File: config.mk
export PLATFORM = sky130hd
export DESIGN_NAME = bfp_stage_ctrl_flat
export DESIGN_NICKNAME = d
export VERILOG_FILES = /design/src/rtl/bfp_pkg.sv /design/src/rtl/bfp_stage_ctrl_if.sv /design/src/rtl/bfp_peak_track.sv /design/src/rtl/bfp_stage_ctrl.sv /design/src/flat_wrapper.sv
export SDC_FILE = /design/constraint.sdc
export NUM_CORES = 1
export LEC_CHECK = 0
export CORE_UTILIZATION = 30
export CTS_BUF_LIST = sky130_fd_sc_hd__clkbuf_16
export DETAILED_ROUTE_END_ITERATION = 10
export GPL_TIMING_DRIVEN = 0
export MAX_ROUTING_LAYER = met4
export PLACE_DENSITY_LB_ADDON = 0.3
export REMOVE_ABC_BUFFERS = 1
export SYNTH_ARGS = -nofsm -noshare
export SYNTH_HDL_FRONTEND = slang
export SYNTH_HIERARCHICAL = 1
export SYNTH_SLANG_ARGS = --single-unit
File: constraint.sdc
create_clock -name clk -period 6.25 [get_ports clk]
set_input_delay 1.25 -clock clk [delete_from_list [all_inputs] [get_ports clk]]
set_output_delay 1.25 -clock clk [all_outputs]
set_load 0.01 [all_outputs]
File: src/rtl/bfp_pkg.sv
// bfp_pkg: shared FSM state encoding and block-exponent width for the BFP stage controller
package bfp_pkg;
  typedef enum logic [1:0] {IDLE, RUN, EVAL, DONE} state_t;
  localparam int BFP_EXP_W = 8;
endpackage

File: src/rtl/bfp_stage_ctrl_if.sv
// bfp_stage_ctrl_if: stage-control bus between the FFT datapath and the BFP controller (abort under BFP_STAGE_CTRL_ABORT_EN)
interface bfp_stage_ctrl_if #(
  parameter int FFT_BFPDW = 5,
  parameter int FFT_N = 10
);
  localparam int SW = FFT_N > 1 ? $clog2(FFT_N) : 1;
  logic start;
  logic stage_done;
  logic bw_act;
  logic [FFT_BFPDW-1:0] bw;
  logic busy;
  logic [SW-1:0] stage_idx;
  logic [FFT_BFPDW-1:0] shift;
  logic shift_vld;
  logic [7:0] bfp_exp;
  logic done;
`ifdef BFP_STAGE_CTRL_ABORT_EN
  logic abort;
  modport master (output start, stage_done, bw_act, bw, abort, input busy, stage_idx, shift, shift_vld, bfp_exp, done);
  modport slave (input start, stage_done, bw_act, bw, abort, output busy, stage_idx, shift, shift_vld, bfp_exp, done);
`else
  modport master (output start, stage_done, bw_act, bw, input busy, stage_idx, shift, shift_vld, bfp_exp, done);
  modport slave (input start, stage_done, bw_act, bw, output busy, stage_idx, shift, shift_vld, bfp_exp, done);
`endif
endinterface

File: src/rtl/bfp_peak_track.sv
// bfp_peak_track: running-max register; clear alone zeroes it, clear with update loads the sample
module bfp_peak_track #(
  parameter int W = 5
) (
  input  logic         clk,
  input  logic         rst,
  input  logic         clr,
  input  logic         upd,
  input  logic [W-1:0] d,
  output logic [W-1:0] q
);
  // track the largest sample seen since the last clear
  always_ff @(posedge clk)
    if (rst) q <= '0;
    else if (clr) q <= upd ? d : '0;
    else if (upd && d > q) q <= d;
endmodule

File: src/rtl/bfp_stage_ctrl.sv
// bfp_stage_ctrl: per-stage block-floating-point shift and exponent controller (optional abort via BFP_STAGE_CTRL_ABORT_EN)
module bfp_stage_ctrl
  import bfp_pkg::*;
#(
  parameter int FFT_BFPDW = 5,
  parameter int FFT_DW = 16,
  parameter int FFT_N = 10,
  parameter int HEADROOM_BW = FFT_DW - 2,
  parameter int MAX_SHIFT = 2
) (
  input logic clk,
  input logic rst,
  bfp_stage_ctrl_if.slave bus
);
  localparam int SW = FFT_N > 1 ? $clog2(FFT_N) : 1;
  localparam logic [FFT_BFPDW-1:0] HR = FFT_BFPDW'(HEADROOM_BW);
  localparam logic [FFT_BFPDW-1:0] MS = FFT_BFPDW'(MAX_SHIFT);
  localparam logic [SW-1:0] LAST = SW'(FFT_N - 1);
  state_t state, state_nxt;
  logic [SW-1:0] stage_idx;
  logic [FFT_BFPDW-1:0] peak, peak_eff, diff, shift, shift_nxt;
  logic [BFP_EXP_W-1:0] bfp_exp;
  logic [BFP_EXP_W:0] exp_sum;
  logic abort_hit, run_end, clr, upd;
`ifdef BFP_STAGE_CTRL_ABORT_EN
  assign abort_hit = bus.abort && state != IDLE;
`else
  assign abort_hit = 1'b0;
`endif
  assign run_end = state == RUN && bus.stage_done;
  assign clr = (state == IDLE && bus.start) || run_end || abort_hit;
  assign upd = bus.bw_act && !abort_hit && ((state == RUN && !bus.stage_done) || state == EVAL);
  assign peak_eff = bus.bw_act && bus.bw > peak ? bus.bw : peak;
  assign diff = peak_eff - HR;
  assign shift_nxt = peak_eff > HR ? (diff > MS ? MS : diff) : '0;
  assign exp_sum = {1'b0, bfp_exp} + (BFP_EXP_W + 1)'(shift_nxt);
  bfp_peak_track #(.W(FFT_BFPDW)) u_peak (
    .clk(clk),
    .rst(rst),
    .clr(clr),
    .upd(upd),
    .d(bus.bw),
    .q(peak)
  );
  // state register
  always_ff @(posedge clk)
    if (rst) state <= IDLE;
    else state <= state_nxt;
  // next-state: one EVAL cycle per stage, DONE after the last stage
  always_comb begin
    state_nxt = state;
    case (state)
      IDLE: state_nxt = bus.start ? RUN : IDLE;
      RUN: state_nxt = bus.stage_done ? EVAL : RUN;
      EVAL: state_nxt = stage_idx == LAST ? DONE : RUN;
      default: state_nxt = IDLE;
    endcase
    if (abort_hit) state_nxt = IDLE;
  end
  // stage counter, registered shift and saturating exponent accumulator
  always_ff @(posedge clk)
    if (rst) begin
      stage_idx <= '0;
      shift <= '0;
      bfp_exp <= '0;
    end else if (abort_hit || (state == IDLE && bus.start)) begin
      stage_idx <= '0;
      bfp_exp <= '0;
    end else if (run_end) begin
      shift <= shift_nxt;
      bfp_exp <= exp_sum[BFP_EXP_W] ? '1 : exp_sum[BFP_EXP_W-1:0];
    end else if (state == EVAL && stage_idx != LAST) begin
      stage_idx <= stage_idx + 1'b1;
    end
  assign bus.busy = state != IDLE;
  assign bus.shift_vld = state == EVAL;
  assign bus.done = state == DONE;
  assign bus.stage_idx = stage_idx;
  assign bus.shift = shift;
  assign bus.bfp_exp = bfp_exp;
endmodule

File: src/flat_wrapper.sv
// flat-port wrapper written by rule: the top's interface ports become plain ports
module bfp_stage_ctrl_flat import bfp_pkg::*;
#(
  parameter int FFT_BFPDW = 5,
  parameter int FFT_DW = 16,
  parameter int FFT_N = 10,
  parameter int HEADROOM_BW = FFT_DW - 2,
  parameter int MAX_SHIFT = 2
)
  (clk, rst, bus_start, bus_stage_done, bus_bw_act, bus_bw, bus_busy, bus_stage_idx, bus_shift, bus_shift_vld, bus_bfp_exp, bus_done);
  bfp_stage_ctrl_if #(.FFT_BFPDW(FFT_BFPDW), .FFT_N(FFT_N)) bus_i ();
  input logic clk;
  input logic rst;
  input wire logic [$bits(bus_i.start)-1:0] bus_start;
  input wire logic [$bits(bus_i.stage_done)-1:0] bus_stage_done;
  input wire logic [$bits(bus_i.bw_act)-1:0] bus_bw_act;
  input wire logic [$bits(bus_i.bw)-1:0] bus_bw;
  output wire logic [$bits(bus_i.busy)-1:0] bus_busy;
  output wire logic [$bits(bus_i.stage_idx)-1:0] bus_stage_idx;
  output wire logic [$bits(bus_i.shift)-1:0] bus_shift;
  output wire logic [$bits(bus_i.shift_vld)-1:0] bus_shift_vld;
  output wire logic [$bits(bus_i.bfp_exp)-1:0] bus_bfp_exp;
  output wire logic [$bits(bus_i.done)-1:0] bus_done;
  assign bus_i.start = bus_start;
  assign bus_i.stage_done = bus_stage_done;
  assign bus_i.bw_act = bus_bw_act;
  assign bus_i.bw = bus_bw;
  assign bus_busy = bus_i.busy;
  assign bus_stage_idx = bus_i.stage_idx;
  assign bus_shift = bus_i.shift;
  assign bus_shift_vld = bus_i.shift_vld;
  assign bus_bfp_exp = bus_i.bfp_exp;
  assign bus_done = bus_i.done;
  bfp_stage_ctrl #(.FFT_BFPDW(FFT_BFPDW), .FFT_DW(FFT_DW), .FFT_N(FFT_N), .HEADROOM_BW(HEADROOM_BW), .MAX_SHIFT(MAX_SHIFT)) u_core (.clk(clk), .rst(rst), .bus(bus_i));
endmodule
==> impl_metrics.tcl <==
set metrics [dict create \
    root_buffer "sky130_fd_sc_hd__clkbuf_16" \
    clock.fmax_mhz 237 \
    routed_wirelength_mm 3.21 \
    fraction_of_final_layout_cells_with_drive_strength_greater_than_1 0.0509 \
    maxSlewViolCount 0 \
    min_period_ps 4210 \
    worst_hold_path_type "reg2reg" \
    fp.dieW_um 74.0 \
    run_status "finished clean" \
    io_buffers 29 \
    pin_count 30 \
    area_growth_pct 28.4 \
    placedInstanceArea_mm2 0.00192 \
    dominantRegCellSynth "sky130_fd_sc_hd__dfxtp_1" \
    pwr_dens_mw_per_mm2 186 \
    layout.cell_area.non_filler_mm2 0.00200 \
    hpwl_mm 2.50 \
    design.core.area_mm2 0.00485 \
    crit_path_end_kind "register" \
    viasPerCell 4.60 \
    post-route-period-util 0.674 \
    number_of_buffers_created_by_cts 3 \
    cell_count_after_synthesis 185 \
    yosys_warnings 6 \
    dr.pass1.iters 4 \
    vias_in_the_first_global_route 1293 \
    nNetsFinal 246 \
    static_leakage_nw 0.768 \
    postCtsSetupBuffers 0 \
    ys_seq_area_frac 0.309 \
    pin_slew_with_the_least_headroom_to_its_limit_ps 519 \
    mappedNetlistArea_mm2 0.00155 \
    grt_setup_unrepaired "no" \
    cp-endpoint "u_core/bus.bfp_exp[0]$_SDFFE_PP0P_" \
    cts_resized 0 \
    timing.rr.start "u_core/u_peak/q[2]$_SDFFE_PP0P_" \
    drt-initial-drc-count 45 \
    synth_cell_type_count 41 \
    finalHoldViolations 0 \
    num_vias 1302 \
    worstReg2RegEnd "u_core/bus.bfp_exp[0]$_SDFFE_PP0P_" \
    fp.dieArea_mm2 0.00547 \
    yosys_reg_bits 24 \
    max-vdd-ir-drop_mv 0.0852 \
    insertion_delay_ps 250 \
    fillerInstances 500 \
    cts_tree "built" \
    grt_overflow 0 \
    grt_usage 0.132 \
    critical_path.max_fanout 5 \
    post_route_drc 0 \
    die_height_um 74.0 \
    maxSlewHeadroom 0.654 \
    worstSetupPathType "in2reg" \
    antenna_cells 0 \
    synthesis.area_per_instance_um2 8.40 \
    cp_startpoint_kind "input pin" \
    final-setup-viol-count 0 \
    r2r_slack_ps 3130 \
    grt_pass1_wl_mm 5.56 \
    h-tree-depth 1 \
    crit_required_ps 6430 \
    globalplace.congestion 0.813 \
    floorplan.initialDensity 0.321 \
    setup-tns-final_ps 0 \
    worst_r2r_path_depth 14 \
    clk_pin_slew_ps 60 \
    final_core_util 0.412 \
    holdBufCountCts 0 \
    clock-sinks 24 \
    cts.path.max_buffers 2 \
    setup.worst_path.start "bus_bw[2]" \
    grt_antenna_before_repair 0 \
    grt_start_max_net_pins 17 \
    drtAntennaViolNets 0 \
    arrival_ps 4390 \
    max_cap_viol_count 0 \
    worst_clock_skew_ps 4.12 \
    synth_edf_count 0 \
    row_count 25 \
    detail_route.wl_per_cell_um 11.3 \
    async_flop_share 0 \
]
-- cells in the mapped netlist, types with 2 or more instances --
cell type	count	area [µm²]
sky130_fd_sc_hd__nor2b_1	3	18.8
sky130_fd_sc_hd__a31oi_1	3	18.8
sky130_fd_sc_hd__nand2b_1	8	50.1
sky130_fd_sc_hd__a21oi_2	2	17.5
sky130_fd_sc_hd__ha_1	17	213
sky130_fd_sc_hd__mux2i_1	7	70.1
sky130_fd_sc_hd__a211oi_1	5	37.5
sky130_fd_sc_hd__inv_1	21	78.8
sky130_fd_sc_hd__clkbuf_1	2	7.51
sky130_fd_sc_hd__nand4_1	4	25.0
sky130_fd_sc_hd__o21a_1	2	15.0
sky130_fd_sc_hd__a21oi_1	9	45.0
sky130_fd_sc_hd__o21ai_0	7	35.0
sky130_fd_sc_hd__nand2_1	17	63.8
sky130_fd_sc_hd__and2_1	4	25.0
sky130_fd_sc_hd__nor4_1	2	12.5
sky130_fd_sc_hd__dfxtp_1	24	480
sky130_fd_sc_hd__nor2_1	19	71.3
sky130_fd_sc_hd__xnor2_1	2	17.5
sky130_fd_sc_hd__nand3b_1	6	45.0
-- cells in the final DEF, fill, tap and decap left out, drive strengths merged, types with 2 or more instances in the layout --
cell / Yosys / final
nand2: 18 / 18
clkbuf: 2 / 3
o21ai: 7 / 7
ha: 17 / 17
a211oi: 5 / 5
mux2i: 7 / 7
dfxtp: 24 / 24
and2: 4 / 4
nand2b: 8 / 8
conb: 1 / 3
nor2: 19 / 19
a21oi: 12 / 12
nor4: 2 / 2
inv: 21 / 21
xnor2: 2 / 2
nand4: 4 / 4
a31oi: 3 / 3
nand3b: 6 / 6
nor2b: 3 / 3
o21a: 2 / 2
clkdlybuf4s50: 0 / 29
-- power breakdown --
| group | switching [mW] | internal (mW) | total [mW] |
|---|---|---|---|
| sequential | 0.00558 | 0.158 | 0.164 |
| combinational | 0.0378 | 0.0331 | 0.0709 |
| clock | 0.0510 | 0.0845 | 0.136 |
-- worst max-delay path: stages --
cell	delay [ps]
sky130_fd_sc_hd__clkdlybuf4s50_1	480
sky130_fd_sc_hd__ha_1	340
sky130_fd_sc_hd__a211oi_1	260
sky130_fd_sc_hd__o221ai_1	170
sky130_fd_sc_hd__o211ai_2	130
sky130_fd_sc_hd__mux2_4	200
sky130_fd_sc_hd__ha_1	150
sky130_fd_sc_hd__inv_1	50
sky130_fd_sc_hd__fa_1	380
sky130_fd_sc_hd__nand2b_1	180
sky130_fd_sc_hd__a21oi_2	270
sky130_fd_sc_hd__o21bai_4	90
sky130_fd_sc_hd__or2_4	280
sky130_fd_sc_hd__a31oi_1	140
-- stage by stage --
stage | hold slack (ps) | power (mW) | cells | setup WS (ps)
final | 464 | 0.370 | 283 | 2040
after global routing | 484 | 0.394 | 283 | 1790
after global placement | 446 | 0.238 | 280 | 1810
after detailed placement | 448 | 0.238 | 280 | 1790
after floorplan | 461 | 0.213 | 184 | 2560
after CTS | 466 | 0.376 | 283 | 2030
-- state kept, by name (all words and copies together) (netlist names) --
name / cells
u_core/bus.stage_idx: 4
u_core/bus.shift: 5
u_core/state: 2
u_core/u_peak/q: 5
u_core/bus.bfp_exp: 8
-- worst min-delay path by stage --
stage	start	to	slack, ps	depth (start not counted)
2_1_floorplan	u_core/u_peak/q[2]$_SDFFE_PP0P_	u_core/u_peak/q[2]$_SDFFE_PP0P_	460	2
3_3_place_gp	u_core/bus.shift[2]$_SDFFE_PP0P_	u_core/bus.shift[2]$_SDFFE_PP0P_	450	1
3_5_place_dp	u_core/bus.shift[2]$_SDFFE_PP0P_	u_core/bus.shift[2]$_SDFFE_PP0P_	450	1
4_1_cts	u_core/bus.shift[4]$_SDFFE_PP0P_	u_core/bus.shift[4]$_SDFFE_PP0P_	470	1
5_1_grt	u_core/bus.shift[2]$_SDFFE_PP0P_	u_core/bus.shift[2]$_SDFFE_PP0P_	480	1
6_report	u_core/bus.shift[2]$_SDFFE_PP0P_	u_core/bus.shift[2]$_SDFFE_PP0P_	460	1
-- routing by layer --
metal | GRT usage | up-vias | wire, µm
li1 | - | 699 | -
met1 | 0.175 | 584 | 1690
met2 | 0.211 | 17 | 1410
met3 | 0.0136 | 2 | 78
met4 | 0.0427 | 0 | 25
met5 | - | - | 0
-- cells by family (layout without fill, tap and decap cells) --
logic type,after synthesis,count (layout),synth area share
AO/OA/AOI/OAI,37,37,0.175
adder cells (fa/ha/maj),18,18,0.150
other,1,3,0.00241
flip-flops,24,24,0.309
AND/OR/NAND/NOR,70,70,0.232
multiplexers,8,8,0.0547
XOR/XNOR,3,3,0.0169
buffers and inverters,24,53,0.0604
-- final cells by class --
cell class                 count  area (µm²)  share of cell area
clock buffer                   3        75.1              0.0376
multi-input combinational    139         987               0.495
timing repair buffer          29         290               0.145
tap                           67        83.8              0.0420
sequential                    24         480               0.241
inverter                      21        78.8              0.0395
Power figures use the tool's default switching activity.
